[config.mk]
export PLATFORM = sky130hd
export DESIGN_NAME = double_shift_left_seq
export DESIGN_NICKNAME = d
export VERILOG_FILES = /design/src/rtl/double_shift_left_seq.sv
export SDC_FILE = /design/constraint.sdc
export NUM_CORES = 1
export LEC_CHECK = 0
export ABC_AREA = 0
export CAP_MARGIN = 20
export CORE_AREA = 4 4 122 124
export DETAILED_ROUTE_END_ITERATION = 12
export DIE_AREA = 0 0 126 128
export PLACE_DENSITY = 0.93
export SLEW_MARGIN = 20
export SYNTH_ARGS = -nofsm -noshare
export SYNTH_HDL_FRONTEND = slang
export SYNTH_SLANG_ARGS = --single-unit
export TNS_END_PERCENT = 5
[constraint.sdc]
create_clock -name clk -period 4.4 [get_ports clk]
set_clock_uncertainty 0.15 [all_clocks]
set_input_delay 0.66 -clock clk [delete_from_list [all_inputs] [get_ports clk]]
set_output_delay 0.66 -clock clk [all_outputs]
set_load 0.005 [all_outputs]
[src/rtl/double_shift_left_seq.sv]
`default_nettype none
// ============================================================================
//  Module      : double_shift_left_seq
//  Description : Multi-cycle 64-bit double shift left.
//                y = upper WIDTH bits of ({a,b} << sa).
//                The shift runs as a log-step sequence, one stage per
//                clock (16, 8, 4, 2, 1), with a start/busy/done handshake.
//  Revision    : 1.0 - initial release
// ============================================================================
//
//  Bit numbering note: the VCPU-32 documentation numbers bit 0 as the MSB.
//  This RTL uses conventional [WIDTH-1:0] vectors, so architectural bit 0
//  is vector bit WIDTH-1 here. The register slice the architecture calls
//  [0:WIDTH-1] is therefore r_shreg[2*WIDTH-1:WIDTH].
//
//  Timing (start sampled at edge E0):
//    E1..E5  one shift stage per edge, MSB of sa first
//    E5      y loaded, done/busy high during the following cycle
//    E6      back to IDLE, or straight into a new operation if start is
//            high at E6, which gives a sustained 6-cycle throughput
// ============================================================================

module double_shift_left_seq #(
    parameter int WIDTH = 32,
    parameter int SA_W  = 5
) (
    input  logic             clk,
    input  logic             rst,
    input  logic             start,
    input  logic [WIDTH-1:0] a,
    input  logic [WIDTH-1:0] b,
    input  logic [SA_W-1:0]  sa,
    output logic [WIDTH-1:0] y,
    output logic             busy,
    output logic             done
);

    // ------------------------------------------------------------------
    // Constants
    // ------------------------------------------------------------------
    localparam int DW    = 2 * WIDTH;
    localparam int CNT_W = (SA_W > 1) ? $clog2(SA_W) : 1;

    localparam logic [CNT_W-1:0] c_cnt_init = CNT_W'(SA_W - 1);
    localparam logic [CNT_W-1:0] c_cnt_last = '0;
    localparam logic [CNT_W-1:0] c_cnt_one  = CNT_W'(1);

    // ------------------------------------------------------------------
    // State encoding
    // ------------------------------------------------------------------
    typedef enum logic [1:0] {
        ST_IDLE  = 2'd0,
        ST_SHIFT = 2'd1,
        ST_DONE  = 2'd2
    } state_t;

    // ------------------------------------------------------------------
    // Registers
    // ------------------------------------------------------------------
    state_t           r_state;
    logic [DW-1:0]    r_shreg;   // {a,b} being shifted
    logic [SA_W-1:0]  r_sa;      // latched shift amount
    logic [CNT_W-1:0] r_cnt;     // index of the sa bit processed next
    logic [WIDTH-1:0] r_y;
    logic             r_busy;
    logic             r_done;

    // ------------------------------------------------------------------
    // Combinational wires
    // ------------------------------------------------------------------
    logic [DW-1:0]    w_stage [SA_W];   // candidate result of each stage
    logic [DW-1:0]    w_next;           // register value after this edge
    logic             w_accept;         // start is taken on this edge
    logic             w_last;           // this edge processes sa bit 0

    // Each stage k either shifts by 2^k or holds, depending on sa bit k.
    // Only the stage selected by the counter is used on a given edge.
    generate
        for (genvar k = 0; k < SA_W; k++) begin : g_stage
            assign w_stage[k] = r_sa[k] ? (r_shreg << (1 << k)) : r_shreg;
        end
    endgenerate

    // Select the stage addressed by the step counter.
    always_comb begin
        w_next = r_shreg;
        for (int k = 0; k < SA_W; k++) begin
            if (r_cnt == CNT_W'(k)) begin
                w_next = w_stage[k];
            end
        end
    end

    // A new request is accepted from IDLE, or from DONE so that a held
    // start chains directly into the next operation at the 6-cycle mark.
    assign w_accept = start && ((r_state == ST_IDLE) || (r_state == ST_DONE));
    assign w_last   = (r_cnt == c_cnt_last);

    // Sequencer: operand capture, one shift stage per clock, result load.
    always_ff @(posedge clk) begin
        if (rst) begin
            r_state <= ST_IDLE;
            r_shreg <= '0;
            r_sa    <= '0;
            r_cnt   <= '0;
            r_y     <= '0;
            r_busy  <= 1'b0;
            r_done  <= 1'b0;
        end else begin
            r_done <= 1'b0;
            case (r_state)
                ST_IDLE: begin
                    if (w_accept) begin
                        r_shreg <= {a, b};
                        r_sa    <= sa;
                        r_cnt   <= c_cnt_init;
                        r_busy  <= 1'b1;
                        r_state <= ST_SHIFT;
                    end
                end

                ST_SHIFT: begin
                    r_shreg <= w_next;
                    r_cnt   <= r_cnt - c_cnt_one;
                    if (w_last) begin
                        r_y     <= w_next[DW-1:WIDTH];
                        r_done  <= 1'b1;
                        r_state <= ST_DONE;
                    end
                end

                ST_DONE: begin
                    if (w_accept) begin
                        r_shreg <= {a, b};
                        r_sa    <= sa;
                        r_cnt   <= c_cnt_init;
                        r_busy  <= 1'b1;
                        r_state <= ST_SHIFT;
                    end else begin
                        r_busy  <= 1'b0;
                        r_state <= ST_IDLE;
                    end
                end

                default: begin
                    r_busy  <= 1'b0;
                    r_state <= ST_IDLE;
                end
            endcase
        end
    end

    // ------------------------------------------------------------------
    // Outputs
    // ------------------------------------------------------------------
    assign y    = r_y;
    assign busy = r_busy;
    assign done = r_done;

endmodule

`default_nettype wire

# --- Word level (Yosys, flattened, before mapping) ---
# Cells that the tools add are included.
totals:
  memories: 0
  latchBits: 0
  out_inout_bits: 34
  regBits: 108
  mem_bits_ro: 0
  mem_bits_rw: 0
  input_bits: 72
  elab_cells: 60
op_classes:
  addsub: 1
  n_bitwise: 1
  shifts: 0
  n_lt_le_gt_ge: 0
  reduce_logical: 13
  div_mod_pow: 0
  n_eq_ne: 15
  multipliers: 0
  muxes: 22
ops:
  columns: ["op", "n"]
  rows:
  - ["$mux 64", 11]
  - ["$pmux 64 s2", 1]
  - ["$ne 6x6->1 const B", 3]
  - ["$reduce_and 2->1", 5]
  - ["$reduce_and 8->1", 1]
  - ["$eq 3x2->1 const B", 2]
  - ["$pmux 2 s3", 1]
  - ["$pmux 3 s2", 1]
  - ["$ne 5x5->1 const B", 1]
  - ["$mux 1", 4]
  - ["$mux 2", 2]
  - ["$ne 2x2->1 const B", 2]
  - ["$ne 4x4->1 const B", 1]
  - ["$reduce_or 2->1", 2]
  - ["$eq 3x1->1 const B", 1]
  - ["$eq 3x3->1 const B", 1]
  - ["$logic_not 3->1", 1]
  - ["$mux 3", 1]
  - ["$ne 3x3->1 const B", 1]
  - ["$pmux 1 s3", 1]
  - ["$sub 3x1->3 const B", 1]
  - ["$eq 2x1->1 const B", 1]
  - ["$eq 2x2->1 const B", 1]
  - ["$logic_not 2->1", 1]
  - ["5 further kinds", 5]

# --- Longest topological paths before layout ---
# Gate-level depths: netlist of the first run.
depth:
  depth_word: 7
  ltp_mapped: 11
  ltp_nobuf: 7

# --- Least setup slack after synthesis of the first run ---
# No wires, ideal clock.
synth_timing:
  kind: "flip-flop to flip-flop"
  startpoint: "reg r_cnt[1]"
  endpoint: "reg r_shreg[10]"
  stages_incl_launch_ff: 10
  setup_time_ns: 0.133
  slack_ns: 2.140
  arrival_ns: 1.977
  path_buffers: 2
  path_cell_list: "dfxtp_1 > inv_1 > ha_1 > buf_4 > mux2i_1 > a2111oi_4 > o31ai_2 > buf_2 > a2111oi_2 > nor3_1"
synth_via:
  elab_chain_cells: 6
  word_cells_on_any_way: 17
  cone_classes: "eq/ne: 10; mux: 5; reduce/logical: 2"
synth_lines:
  columns: ["item", "line", "source"]
  rows:
  - ["start: declaration", "63", "logic [CNT_W-1:0] r_cnt;"]
  - ["start signal: assignment", "116", "r_cnt <= c_cnt_init;"]
  - ["start signal: assignment", "124", "r_cnt <= r_cnt - c_cnt_one;"]
  - ["start signal: assignment", "136", "r_cnt <= c_cnt_init;"]
  - ["$eq 3x1->1", "88", "if (r_cnt == CNT_W'(k)) begin"]
  - ["$mux 64 (4 in a row)", "88", null]
  - ["$pmux 64 s2", "111", "case (r_state)"]
  - ["end signal: assignment", "114", "r_shreg <= {a, b};"]
  - ["end signal: assignment", "123", "r_shreg <= w_next;"]
  - ["end signal: assignment", "134", "r_shreg <= {a, b};"]
  - ["end: declaration", "61", "logic [DW-1:0] r_shreg;"]
# Several ways; a longest one is shown, not always the timed one.
# A chain may end at the register's enable or synchronous reset.

# --- Worst setup path after layout of the first run ---
layout_timing:
  startpoint: "reg r_cnt[1]"
  endpoint: "reg r_shreg[21]"
# The elaborated chain is that of the path after synthesis.

==> results.toml, run 1 <==
[run_status]
status = "finished clean"

[route]
firstDrtPassIters = 7
drt_iter0_drc = 1887
vias = 9334
drc = 0
wl_per_cell_um = 24.2
ant_nets = 0
routed_wl_um = 30500
vias_per_cell = 7.43

[floorplan]
die_w_um = 126
start_util_pct = 59.9
num_rows = 43
core_sq_um = 13800
die_h_um = 128
die_area_sq_um = 16100
io_pins = 106

[timing]
setup_viol = 0
maxSlewViolCount = 0
finalSetupTns_ns = 0
worst_pin_slew_ns = 1.01
rsz0062_at_grt = "false"
timing.final.crit_share_pct = 77.1
fmax_mhz = 295
hold_viol_final = 0
min_period_ns = 3.39
timing.slew.headroom_pct = 32.5

[synth]
syn_area_per_cell_sq_um = 7.74
yosys_register_bits = 108
synthTopCellsByArea = "dfxtp_1, mux2i_1, nor2_1"
synth.yosys.seq_area_share_pct = 26.2
synth_edf_count = 0
yosys_warnings = 0
yosys.area.top_type_share_pct = 26.2
yosysTopAreaCell = "dfxtp_1"
yosys.cell_types.count = 72
synth_most_common_cell = "nor2_1"
synth.top_cells.by_count = "nor2_1, dfxtp_1, mux2i_1"
synth_area_sq_um = 8250
postSynthCellCount = 1065
synthFlopType = "dfxtp_1"
synth_fp_nets = 1142
synthArstFlopShare_pct = 0

[clocking]
hold_buffers = 0
cts_tree = "yes"
clockBufferDepth = 2
cts_buffers = 9
htree_num_levels = 3
ctsResizeCount = 0
cts.sinks = 108
insertion_delay_ns = 0.37
clkTransAtPathRegs_ns = 0.08
postCtsSetupBuffers = 0
cts-root-buf = "clkbuf_16"

[final_layout]
syn_to_final_growth_pct = 14.1
num_antenna_cells = 0
final_core_util_pct = 68.3
nNetsFinal = 1149
drive_gt1_share_pct = 6.87

[place]
dp_hpwl_um = 20000
portBuffers = 105
place.gp.congestion = 1.07

[hold_path]
min_path_cells = 2
hold_path.class = "reg -> reg"

[critical_path]
critical_path_required_ns = 4.51
crit_type = "reg -> reg"
arrival_ns = 3.51
reg2reg_depth = 7
critPathCaptureType = "flip-flop"
critical_path_peak_fanout = 50
startpoint_type = "flip-flop"

[power_and_ir_drop]
comb_power_share_pct = 31.5
netSwitchingFraction_pct = 37.3
p_per_area_nw_per_um2 = 351
p_leak_nw = 3.16
clkPwrFrac_pct = 28.1
p_switching_mw = 1.23
vdd_drop_max_uv = 210
p_seq_share_pct = 40.4
intPower_mw = 2.07

[global_route]
first_global_vias = 8459
grt_max_degree = 66
groute.usage.overall_pct = 36.5
antenna_found_initial = 0
grt.overflow.total = 0
grt_pass1_wl_um = 47500

[job]
cap_violations = 0
[critical path, stage by stage, from the launching register on]
cell	delay (ns)
dfxtp_1	0.35
inv_1	0.16
ha_1	0.69
mux2i_1	0.23
a2111oi_4	0.43
o31a_2	0.87
nor2_1	0.08
a211oi_1	0.31
[layout make-up]
type | instances | area (sq um)
flip-flops and latches | 108 | 2160
repair buffers | 127 | 1210
inverters | 10 | 37.5
clock buffers | 12 | 256
multi-input cells | 816 | 5430
clock inverters | 4 | 77.6
well taps | 180 | 225
fillers | 1137 | 4370
[sequential cells by signal, indices dropped and copies added, names as in the netlist]
| name | flops |
|---|---|
| r_cnt | 3 |
| done | 1 |
| r_sa | 5 |
| y | 32 |
| r_state | 2 |
| r_shreg | 64 |
| busy | 1 |
[power by group through the flow]
stage / Sequential [mW] / Clock, mW / Combinational, mW
2_1_floorplan: 1.19 / 0 / 0.774
3_3_place_gp: 1.33 / 0 / 0.979
4_1_cts: 1.31 / 0.929 / 1.01
6_report: 1.33 / 0.929 / 1.04
3_5_place_dp: 1.33 / 0 / 0.998
5_1_grt: 1.34 / 0.966 / 1.11
[layer usage]
layer	vias to the layer above	global-route usage, %	wire, um
met1	4194	47.2	11200
met2	877	55.4	13100
li1	4049	-	-
met4	0	23.8	2440
met5	-	0	0
met3	214	7.46	3760
[cell usage in the layout (no fill, tap or decap), types with 23 or more instances in the layout]
cell / count
a211oi_1: 51
a21oi_1: 61
a221oi_1: 39
a22oi_1: 28
buf_4: 23
clkdlybuf4s50_1: 104
dfxtp_1: 107
mux2i_1: 89
nand2_1: 43
nor2_1: 177
nor3_1: 38
o21ai_0: 28
o22ai_1: 24
[per-stage QoR]
stage | cell area (sq um) | worst slack [ns] | cells | power [mW] | hold WS (ns)
floorplan | 8250 | 2.14 | 1065 | 1.97 | 0.303
global placement | 9070 | 1.29 | 1241 | 2.31 | 0.299
detailed placement | 9070 | 1.15 | 1241 | 2.33 | 0.305
CTS | 9410 | 1.13 | 1257 | 3.25 | 0.321
global route | 9410 | 0.833 | 1257 | 3.42 | 0.345
finish | 9410 | 1.01 | 1257 | 3.30 | 0.321
[final timing paths]
kind	from	end	slack, ns
hold / removal	y[8]$_SDFFE_PP0P_	y[8]$_SDFFE_PP0P_	0.32
setup / recovery	r_cnt[1]$_SDFFE_PP0N_	r_shreg[21]$_SDFFE_PP0P_	1.01
hold reg to reg	y[8]$_SDFFE_PP0P_	y[8]$_SDFFE_PP0P_	0.32
setup reg to reg	r_cnt[1]$_SDFFE_PP0N_	r_shreg[21]$_SDFFE_PP0P_	1.01
[cells by family (layout without fill, tap and decap cells)]
group	after synthesis	after routing	share of synthesized area, %
AND/OR/NAND/NOR	358	358	20.7
AO/OA/AOI/OAI	347	347	31.1
buffers and inverters	141	153	8.02
flip-flops	108	108	26.2
multiplexers	105	105	13.1
adder cells (fa/ha/maj)	5	5	0.758
XOR/XNOR	1	1	0.106
Power figures use the tool's default switching activity.
==> run 2: changes to the inputs <==
CORE_AREA = 4 4 133 135   (was 4 4 122 124)
DIE_AREA = 0 0 137 139   (was 0 0 126 128)
PLACE_DENSITY = 0.84   (was 0.93)
clock period = 2.8 ns   (was 4.4 ns; I/O delays follow)
==> results.toml, run 2 (same netlist as run 1, synthesis figures left out) <==
[run_status]
status = "finished clean"

[final_layout]
n_fill_cell = 1509
syn_to_final_growth_pct = 19.8
drive_gt1_share_pct = 10.6
register_area_sq_um = 2160
layout_commonest_cell = "nor2_1"
finalNonFillerCells = 1336
top_register = "r_shreg"
multiInputGateArea_sq_um = 5480
largest_reg_flops = 64
final_cell_mix = "nor2_1, dfxtp_1, clkdlybuf4s50_1"
nNetsFinal = 1188
num_antenna_cells = 0

[clocking]
cts_buffers = 9
clockBufferDepth = 2
cts_tree = "yes"
cts.sinks = 108
insertion_delay_ns = 0.36
postCtsSetupBuffers = 0
htree_num_levels = 3
hold_buffers = 0
clkTransAtPathRegs_ns = 0.08
cts-root-buf = "clkbuf_16"

[critical_path]
critPathCaptureType = "flip-flop"
critical_path_required_ns = 2.86
critical_path_peak_fanout = 31
critPathBufInv = 4
arrival_ns = 2.78
startpoint_type = "flip-flop"
crit_family = "compound AO/OA/AOI/OAI gates"
crit_type = "reg -> reg"
critical_path.max_stage_delay_ns = 0.36
reg2reg_to = "r_shreg[33]$_SDFFE_PP0N_"
critical_path.slowest_cell = "a221oi_1"
r2r_slack_ns = 0.08
critPathMostFrequentCell = "buf_12"
reg2reg_depth = 9
crit_chain = "inv_1, ha_1, buf_12, and4bb_4, buf_12, a221o_1, a221oi_1, buf_4, a2111oi_1"
crit_start = "r_cnt[1]$_SDFFE_PP0N_"
r2r_start = "r_cnt[1]$_SDFFE_PP0N_"

[global_route]
antenna_found_initial = 0
first_global_vias = 8922
groute.usage.overall_pct = 34.5
grt_max_degree = 75
grt_pass1_wl_um = 51800
grt.overflow.total = 0

[timing]
finalWorstSetupSlack_ns = 0.0760
timing.final.crit_share_pct = 97.3
setup_viol = 0
min_period_ns = 2.72
fmax_mhz = 367
rsz0062_at_grt = "true"
finalSetupTns_ns = 0
timing.slew.headroom_pct = 44.5
hold_viol_final = 0
worst_pin_slew_ns = 0.833
whs_ns = 0.326
maxSlewViolCount = 0

[route]
ant_nets = 0
vias_per_cell = 6.89
route.met3.wl_um = 3330
wl_per_cell_um = 25.1
drc = 0
firstDrtPassIters = 9
routed_wl_um = 33500
top_layer = "met4"
drt_iter0_drc = 1210
vias = 9206
wl_met1_um = 12900
met2WireLength_um = 14900

[place]
portBuffers = 105
place.gp.congestion = 1.00
place_inst = 1320
dp_hpwl_um = 23400
dp_slack_ns = -0.0350

[floorplan]
core_sq_um = 16500
die_h_um = 139
io_pins = 106
num_rows = 47
die_area_sq_um = 19000
start_util_pct = 50.1
die_w_um = 137

[hold_path]
min_from = "y[8]$_SDFFE_PP0P_"
hold_path.class = "reg -> reg"
hold_path_end = "y[8]$_SDFFE_PP0P_"
min_path_cells = 2

[power_and_ir_drop]
p_per_area_nw_per_um2 = 542
p_leak_nw = 3.38
power_mw = 5.36
vdd_drop_max_uv = 399

[job]
cap_violations = 0
[run 2: cell count changes in the layout (fill, tap and decap cells not counted), moves of 2 or more]
| cell | delta |
|---|---|
| buf_4 | +32 |
| buf_12 | +7 |
| a2111oi_0 | -2 |
| clkbuf_8 | -2 |
| clkinvlp_4 | +2 |
| inv_8 | +2 |
[run 2: final cells by class]
class                      count  area share (%)
multi-input combinational    816            55.5
sequential                   108            21.9
timing repair buffer         166            16.1
tap                          220            2.79
clock buffer                   9            2.28
clock inverter                 7            1.08
inverter                      10           0.380
[run 2: worst register-to-register path, stage by stage, from the launching register on]
cell and delay, ns:
dfxtp_1 0.35, inv_1 0.17, ha_1 0.27, buf_12 0.19, and4bb_4 0.27, buf_12 0.18, a221o_1 0.36, a221oi_1 0.36
buf_4 0.19, a2111oi_1 0.07
[run 2: how the worst max path moves through the flow]
stage                               endpoint  slack (ns)  cells past startpoint
global placement     r_shreg[9]$_SDFFE_PP0P_       -0.01                      9
floorplan           r_shreg[10]$_SDFFE_PP0P_        0.54                      9
finish              r_shreg[33]$_SDFFE_PP0N_        0.08                      9
detailed placement   r_shreg[9]$_SDFFE_PP0P_       -0.04                      9
CTS                 r_shreg[33]$_SDFFE_PP0N_        0.05                      9
global route        r_shreg[33]$_SDFFE_PP0N_       -0.02                      9
[run 2: power breakdown]
part           internal, mW  total [mW]  switching [mW]
Sequential             1.71        2.09           0.378
Combinational         0.792        1.79           0.994
Clock                 0.802        1.48           0.680
[run 2: per-stage QoR]
stage               cell area, sq um  utilization (%)
global placement                9500             57.7
global route                    9880             60.0
detailed placement              9500             57.7
CTS                             9850             59.8
floorplan                       8250                -
finish                          9880             60.0
[run 2: layer usage]
| layer | vias up | GRT usage, % |
|---|---|---|
| li1 | 4118 | - |
| met1 | 4285 | 44.9 |
| met2 | 655 | 53.6 |
| met3 | 148 | 4.32 |
| met4 | 0 | 22.0 |
| met5 | - | 0 |
[run 2: repair_timing]
| item | CTS | global route |
|---|---|---|
| resized for setup | 4 | 6 |
| cloned | 0 | 0 |
| pin swaps | 0 | 1 |
| setup endpoints to repair | 4 | 7 |
